**src/rtl/score_pkg.sv**
```systemverilog
`default_nettype none
// score_pkg: shared types and constants for the score display path. Rev 1.0
package score_pkg;

  localparam int SCORE_WIDTH  = 16;
  localparam int SCORE_DIGITS = 5;
  localparam int SCORE_CNT_W  = $clog2(SCORE_WIDTH + 1);

  typedef enum logic [1:0] {
    ST_IDLE    = 2'd0,
    ST_CONVERT = 2'd1,
    ST_DONE    = 2'd2
  } state_t;

endpackage
`default_nettype wire

```
**src/rtl/bcd_digit_adjust.sv**
```systemverilog
`default_nettype none
// bcd_digit_adjust: double-dabble digit correction, adds 3 when the digit is 5 or more. Rev 1.0
module bcd_digit_adjust (
  input  logic [3:0] i_digit,
  output logic [3:0] o_digit
);

  assign o_digit = (i_digit >= 4'd5) ? (i_digit + 4'd3) : i_digit;

endmodule
`default_nettype wire

```
**src/rtl/score_bcd.sv**
```systemverilog
`default_nettype none
// score_bcd: iterative double-dabble binary-to-BCD converter with a
// leading-zero blanking mask for the seven-segment driver. Rev 1.0
module score_bcd
  import score_pkg::*;
#(
  parameter int WIDTH  = SCORE_WIDTH,
  parameter int DIGITS = SCORE_DIGITS
) (
  input  logic                  clk,
  input  logic                  rst,
  input  logic [WIDTH-1:0]      i_value,
  input  logic                  i_start,
  output logic                  o_ready,
  output logic                  o_done,
  output logic [4*DIGITS-1:0]   o_bcd,
  output logic [DIGITS-1:0]     o_blank
);

  localparam int c_BCD_W = 4 * DIGITS;
  localparam int c_SHW   = c_BCD_W + WIDTH;
  localparam int c_CNT_W = $clog2(WIDTH + 1);
  localparam logic [DIGITS-1:0] c_BLANK_RST = {{(DIGITS-1){1'b1}}, 1'b0};

  state_t              r_state, w_state_nxt;
  logic [c_SHW-1:0]    r_shift, w_shift_nxt;
  logic [c_CNT_W-1:0]  r_cnt, w_cnt_nxt;
  logic [c_BCD_W-1:0]  r_bcd, w_bcd_nxt;
  logic [DIGITS-1:0]   r_blank, w_blank_nxt;
  logic                r_done, w_done_nxt;

  logic [c_BCD_W-1:0]  w_adj;
  logic [c_SHW-1:0]    w_pre;
  logic [c_SHW-1:0]    w_shifted;
  logic [DIGITS-1:0]   w_blank_scan;

  generate
    for (genvar g = 0; g < DIGITS; g++) begin : g_adj
      bcd_digit_adjust u_adj (
        .i_digit (r_shift[WIDTH + 4*g +: 4]),
        .o_digit (w_adj[4*g +: 4])
      );
    end
  endgenerate

  // The adjusted top digit never reaches 8 for in-range inputs, so the bit shifted out is always 0.
  assign w_pre     = {w_adj, r_shift[WIDTH-1:0]};
  assign w_shifted = w_pre << 1;

  always_comb begin
    logic v_run;
    w_blank_scan = '0;
    v_run        = 1'b1;
    for (int i = DIGITS - 1; i >= 1; i--) begin
      v_run           = v_run & (r_shift[WIDTH + 4*i +: 4] == 4'd0);
      w_blank_scan[i] = v_run;
    end
  end

  always_comb begin
    w_state_nxt = r_state;
    w_shift_nxt = r_shift;
    w_cnt_nxt   = r_cnt;
    w_bcd_nxt   = r_bcd;
    w_blank_nxt = r_blank;
    w_done_nxt  = 1'b0;
    case (r_state)
      ST_IDLE: begin
        // The cycle after DONE still counts as busy so the restart period is WIDTH+3.
        if (i_start && !r_done) begin
          w_shift_nxt = {{c_BCD_W{1'b0}}, i_value};
          w_cnt_nxt   = c_CNT_W'(WIDTH);
          w_state_nxt = ST_CONVERT;
        end
      end
      ST_CONVERT: begin
        w_shift_nxt = w_shifted;
        w_cnt_nxt   = r_cnt - c_CNT_W'(1);
        if (r_cnt == c_CNT_W'(1)) begin
          w_state_nxt = ST_DONE;
        end
      end
      ST_DONE: begin
        w_bcd_nxt   = r_shift[c_SHW-1:WIDTH];
        w_blank_nxt = w_blank_scan;
        w_done_nxt  = 1'b1;
        w_state_nxt = ST_IDLE;
      end
      default: begin
        w_state_nxt = ST_IDLE;
      end
    endcase
  end

  always_ff @(posedge clk) begin
    if (rst) begin
      r_state <= ST_IDLE;
      r_shift <= '0;
      r_cnt   <= '0;
      r_bcd   <= '0;
      r_blank <= c_BLANK_RST;
      r_done  <= 1'b0;
    end else begin
      r_state <= w_state_nxt;
      r_shift <= w_shift_nxt;
      r_cnt   <= w_cnt_nxt;
      r_bcd   <= w_bcd_nxt;
      r_blank <= w_blank_nxt;
      r_done  <= w_done_nxt;
    end
  end

  assign o_ready = (r_state == ST_IDLE) && !r_done;
  assign o_done  = r_done;
  assign o_bcd   = r_bcd;
  assign o_blank = r_blank;

endmodule
`default_nettype wire

```
**config.mk**
```make
export PLATFORM = sky130hd
export DESIGN_NAME = score_bcd
export DESIGN_NICKNAME = d
export VERILOG_FILES = /design/src/rtl/score_pkg.sv /design/src/rtl/bcd_digit_adjust.sv /design/src/rtl/score_bcd.sv
export SDC_FILE = /design/constraint.sdc
export NUM_CORES = 1
export LEC_CHECK = 0
export ABC_AREA = 1
export CORE_MARGIN = 2
export CORE_UTILIZATION = 58
export CTS_CLUSTER_SIZE = 16
export DETAILED_ROUTE_END_ITERATION = 8
export GPL_TIMING_DRIVEN = 0
export PLACE_DENSITY_LB_ADDON = 0.2
export SKIP_CTS_REPAIR_TIMING = 1
export SKIP_LAST_GASP = 1
export SLEW_MARGIN = 5
export SYNTH_ARGS = -nofsm -noshare
export SYNTH_HDL_FRONTEND = slang
export SYNTH_SLANG_ARGS = --single-unit
```
**constraint.sdc**
```tcl
create_clock -name clk -period 3.5 [get_ports clk]
set_clock_uncertainty 0.15 [all_clocks]
set_input_delay 1.05 -clock clk [delete_from_list [all_inputs] [get_ports clk]]
set_output_delay 1.05 -clock clk [all_outputs]
set_load 0.02 [all_outputs]
```
**After elaboration in Yosys (flattened, before gate mapping)**

Cells that the tools add are included.

- Bits in registers: 68
- Output and inout port bits: 27

- Bitwise gates (word level): 3
- Reductions and logical operators: 11
- Add/sub/neg operators: 6
- Equality and inequality tests: 5
- Magnitude comparators: 5
- Multiplexer cells: 13

Operator list:

| operator | count |
|---|---|
| $pmux W36 S2 | 1 |
| $mux W36 | 1 |
| $ge A4 B3 Y1 const B | 5 |
| $add A4 B2 Y4 const B | 4 |
| $logic_not A4 Y1 | 4 |
| $mux W4 | 4 |
| $pmux W5 S2 | 1 |
| $eq A5 B1 Y1 const B | 1 |
| $mux W5 | 1 |
| $sub A5 B1 Y5 const B | 1 |
| $mux W2 | 2 |
| $ne A2 B2 Y1 const B | 2 |
| $pmux W2 S2 | 1 |
| $reduce_and A2 Y1 | 2 |
| $add A3 B2 Y3 const B | 1 |
| $and A1 B1 Y1 | 3 |
| $mux W3 | 1 |
| $eq A2 B1 Y1 const B | 1 |
| $eq A2 B2 Y1 const B | 1 |
| $logic_and A1 B1 Y1 | 2 |
| $logic_not A2 Y1 | 1 |
| $reduce_bool A2 Y1 | 1 |
| $logic_not A1 Y1 | 1 |
| $mux W1 | 1 |

**Logic depth before layout (Yosys ltp)**

- Word-level depth: 4
- Depth in mapped cells: 9
- Depth with buffers taken out: 9

**Cells and area by module**

From an unflattened synthesis, not the netlist that was laid out.

- Cells, all modules: 511
- Area total of the unflattened synthesis: 3522.1 sq um

Modules (own cells, without submodules):

| module | cells an instance | sequential area each (sq um) | area each (sq um) | times used |
|---|---|---|---|---|
| score_bcd | 396 | 1361.3 | 2846.5 | 1 |
| bcd_digit_adjust | 23 | 0.0 | 135.1 | 5 |

**Worst setup path after synthesis**

Ideal clock, no wire load.

- Path type: reg2out
- From: register r_state[0]
- To: output port o_ready
- Setup slack: 1.442 ns
- Buffers on the path: 0
- Arrival: 0.858 ns
- Stages on the path, launching flop included: 2
- Path through: dfxtp_1 > nor3_1

- Longest elaborated chain between the ends: 2

Ends and longest elaborated chain:

| what | RTL line | text |
|---|---|---|
| start: declaration | score_bcd.sv:25 | `state_t r_state, w_state_nxt;` |
| start signal: assignment | score_bcd.sv:104 | `r_state <= w_state_nxt;` |
| $logic_not A2 Y1 | score_bcd.sv:113 | `assign o_ready = (r_state == ST_IDLE) && !r_done;` |
| $logic_and A1 B1 Y1 | score_bcd.sv:113 |  |
| end: declaration | score_bcd.sv:14 | `output logic o_ready,` |

No other way between the ends.

**Worst setup path in the final report**

Ends and elaborated chain as after synthesis.

==> key figures <==
Status
  • Outcome: finished, final reports clean

Final layout
  • N_diodes: 0
  • Layout cells sized above 1: 7.531%
  • Area growth, synth to finish: 23.23%
  • Post-layout util: roughly three quarters
  • Post-layout nets: approximately 510
  • Fillers: slightly above 400

Logic synthesis
  • Post-synth EDFFs: 0
  • Syn_nets: between 400 and 500
  • Leading area contributor after synthesis: dfxtp_1
  • Dominant cell by count in the synthesized netlist: nand2_1
  • Syn Inst Count: around 420
  • Main synth FF type: dfxtp_1
  • Synth unique cells: 23
  • Largest family of logic cells by synthesized area: simple AND/OR/NAND/NOR gates
  • Synthesis warning total: 0
  • Commonest cells in the netlist: nand2_1, dfxtp_1, a21oi_1, nand3_1, inv_1
  • Post-synthesis sequential area ratio: 43.87%
  • Ys async rst share: 0%
  • Compound-Gate Fraction of Synth Area: 16.01%
  • Synth area leaders: dfxtp_1, nand2_1, a21oi_1, nand3_1, ha_1
  • Xor/xnor share of the synthesized area: 0%
  • #FFs+latches synth: 68
  • Adder-Cell Fraction of Synth Area: around 6%
  • Syn Area/Cell: roughly 7.4 sq um
  • Netlist Area Pre-Place: 3103 sq um
  • Proportion of synthesized area in mux cells: 0%
  • Synth Area in Simple Gates: 25.28%
  • Post-synth top area share: a little over two fifths

Setup path
  • Critical Path, Cell by Cell: nor3_1 > clkdlybuf4s50_1
  • CP Max Fanout: 5
  • Reg2reg path depth: 9
  • CP Capture Type: output pin
  • Crit path DAT: around 1600 ps
  • Worst EP required: approximately 2300 ps
  • R2R Path End: r_shift[20]$_SDFFE_PP0P_
  • Setup crit start: r_state[0]$_SDFFE_PP0P_
  • Setup crit start kind: register
  • Crit path kind: reg -> out
  • Worst r2r src: r_shift[16]$_SDFFE_PP0P_
  • Max incr delay on CP: ~640 ps
  • R2R Setup Slk: around 1900 ps
  • Slowest CP cell: clkdlybuf4s50_1

Pwr
  • Tot Pwr: between 1.5 and 2 mW
  • Leakage: roughly 1.5 nW
  • Pwr/cell area: ~430 nW/um^2
  • Worst IR Drop VDD: about 0.32 mV

Job
  • Maximum capacitance violations: 0

Clock tree
  • Maximum root-to-sink buffer count: 2
  • Clock Pin Slew Worst Setup and Hold Paths: approximately 70 ps
  • Clock root cell: clkbuf_8
  • Htree depth: 3
  • Clk Latency, worst-skew pair: 340 ps
  • CTS Sinks: between 60 and 70
  • TritonCTS clock tree: built
  • CTS Buf Count: 9

Die
  • IO Count: 46
  • Die Height: approximately 77 um
  • Die ar.: between 5000 and 6000 sq um
  • Core area: ~5000 sq um
  • FP Rows: 26
  • Initial Util: between 60 and 70%
  • Die X: approximately 77 um

Detailed routing
  • DRC: 0
  • Post-DRT Antenna Nets: 0
  • Total routed wirelength: around 7400 um
  • 1st-pass router iterations: 5
  • DR vias/cell: 5.456
  • Vias post-DR: 2990
  • WL/cell: between 10 and 15 um
  • Initial DRC Count: around 260

Place
  • DPL Wire Length: between 5000 and 6000 um
  • Port-buffer cells: between 40 and 50
  • Pre-CTS WS: about 990 ps
  • RePlAce Congestion: between 0.8 and 0.9

Hold path
  • HP Start: r_shift[23]$_SDFFE_PP0P_
  • Hold Path Sink: r_shift[23]$_SDFFE_PP0P_
  • Hold depth: 2
  • Hold crit path type: reg -> reg

Global route
  • Tot GR Track Use: between 20% and 30%
  • Remaining global-route overflow: 0
  • Largest net degree at the start of global routing: 12
  • Initial antenna violation count: 0
  • First-pass GRT wire length: approximately 12000 um
  • Vias in the first global route: 2730

STA
  • Highest clock rate: 357.5 MHz
  • Fin. max-slew vios: 0
  • Final hold violation count: 0
  • Final setup margin: 702.6 ps
  • Relative slew slack: a little over three fifths
  • Setup Viol. Count Final: 0
  • Min Tclk post-route: between 2000 and 3000 ps
  • RSZ-0062 raised after global routing: false
  • Post-Route Setup TNS: 0 ps
  • Tcrit/Tclk final: between 70% and 80%
  • Worst Tran Pin Value: about 560 ps
==> stage by stage <==
step | cells | hold WS, ps | instance area [sq um]
final | 548 | 315.5 | 3824
after global routing | 548 | 335.1 | 3824
after CTS | 548 | 316.3 | 3824
after detailed placement | 532 | 304.2 | 3621
after global placement | 532 | 301.1 | 3621
after floorplan | 419 | 289.2 | 3103
==> cell type report <==
type | count | area, sq um | area share, %
clock buffers | 12 | 155.1 | 4.058
multi-input cells | 290 | 1473 | 38.51
repair buffers | 43 | 430.4 | 11.26
flip-flops and latches | 68 | 1361 | 35.60
plain buffers | 21 | 118.9 | 3.109
inverters | 40 | 150.1 | 3.927
well taps | 70 | 87.58 | 2.291
clock inverters | 4 | 47.55 | 1.243
==> logic make-up (layout without fill, tap and decap cells) <==
group,after synthesis,in the layout
adder cells (fa/ha/maj),15,15
AND/OR/NAND/NOR,179,179
other,1,1
buffers and inverters,61,120
flip-flops,68,68
AO/OA/AOI/OAI,95,95
==> sequential cells by signal, indices dropped and copies added, names as in the netlist <==
signal,count
r_shift,36
o_bcd,20
r_cnt,5
o_blank,4
r_state,2
o_done,1
==> how the worst max path moves through the flow <==
| stage | endpoint | slack, ps | cells after the start |
|---|---|---|---|
| global route | o_ready | 660 | 2 |
| finish | o_ready | 700 | 2 |
| floorplan | o_ready | 1440 | 1 |
| detailed placement | r_shift[9]$_SDFFE_PP0P_ | 990 | 6 |
| CTS | o_ready | 710 | 2 |
| global placement | r_shift[11]$_SDFFE_PP0P_ | 1020 | 6 |
==> cells in the final DEF (no fill, tap or decap), drive strengths merged <==
master,instances
a21oi,49
inv,40
nand4,12
clkbuf,19
nand2,98
ha,15
a211oi,1
nor3,1
a31oi,15
nand3,43
buf,14
bufinv,1
conb,1
dfxtp,68
clkinvlp,1
o21ai,30
nor2,25
clkdlybuf4s50,43
clkinv,2
==> critical path, delay by kind of cell (launching register included) <==
family,cells,cell delay (ps)
and+or+nand+nor,1,230
DFF,1,390
buffers and inverters,1,640
==> power breakdown <==
group          internal [mW]  switching (mW)
Combinational         0.0681           0.102
Sequential             0.799          0.0170
Clock                  0.366           0.291
Total                   1.23           0.410
==> routing by layer <==
metal,global-route usage [%],part of all wire [%],vias up
met3,8.588,6.1,11
li1,-,-,1508
met1,32.79,44,1373
met4,6.786,1.2,0
met2,42.61,49,98
met5,0,0,-
(Power assumes the default switching activity.)
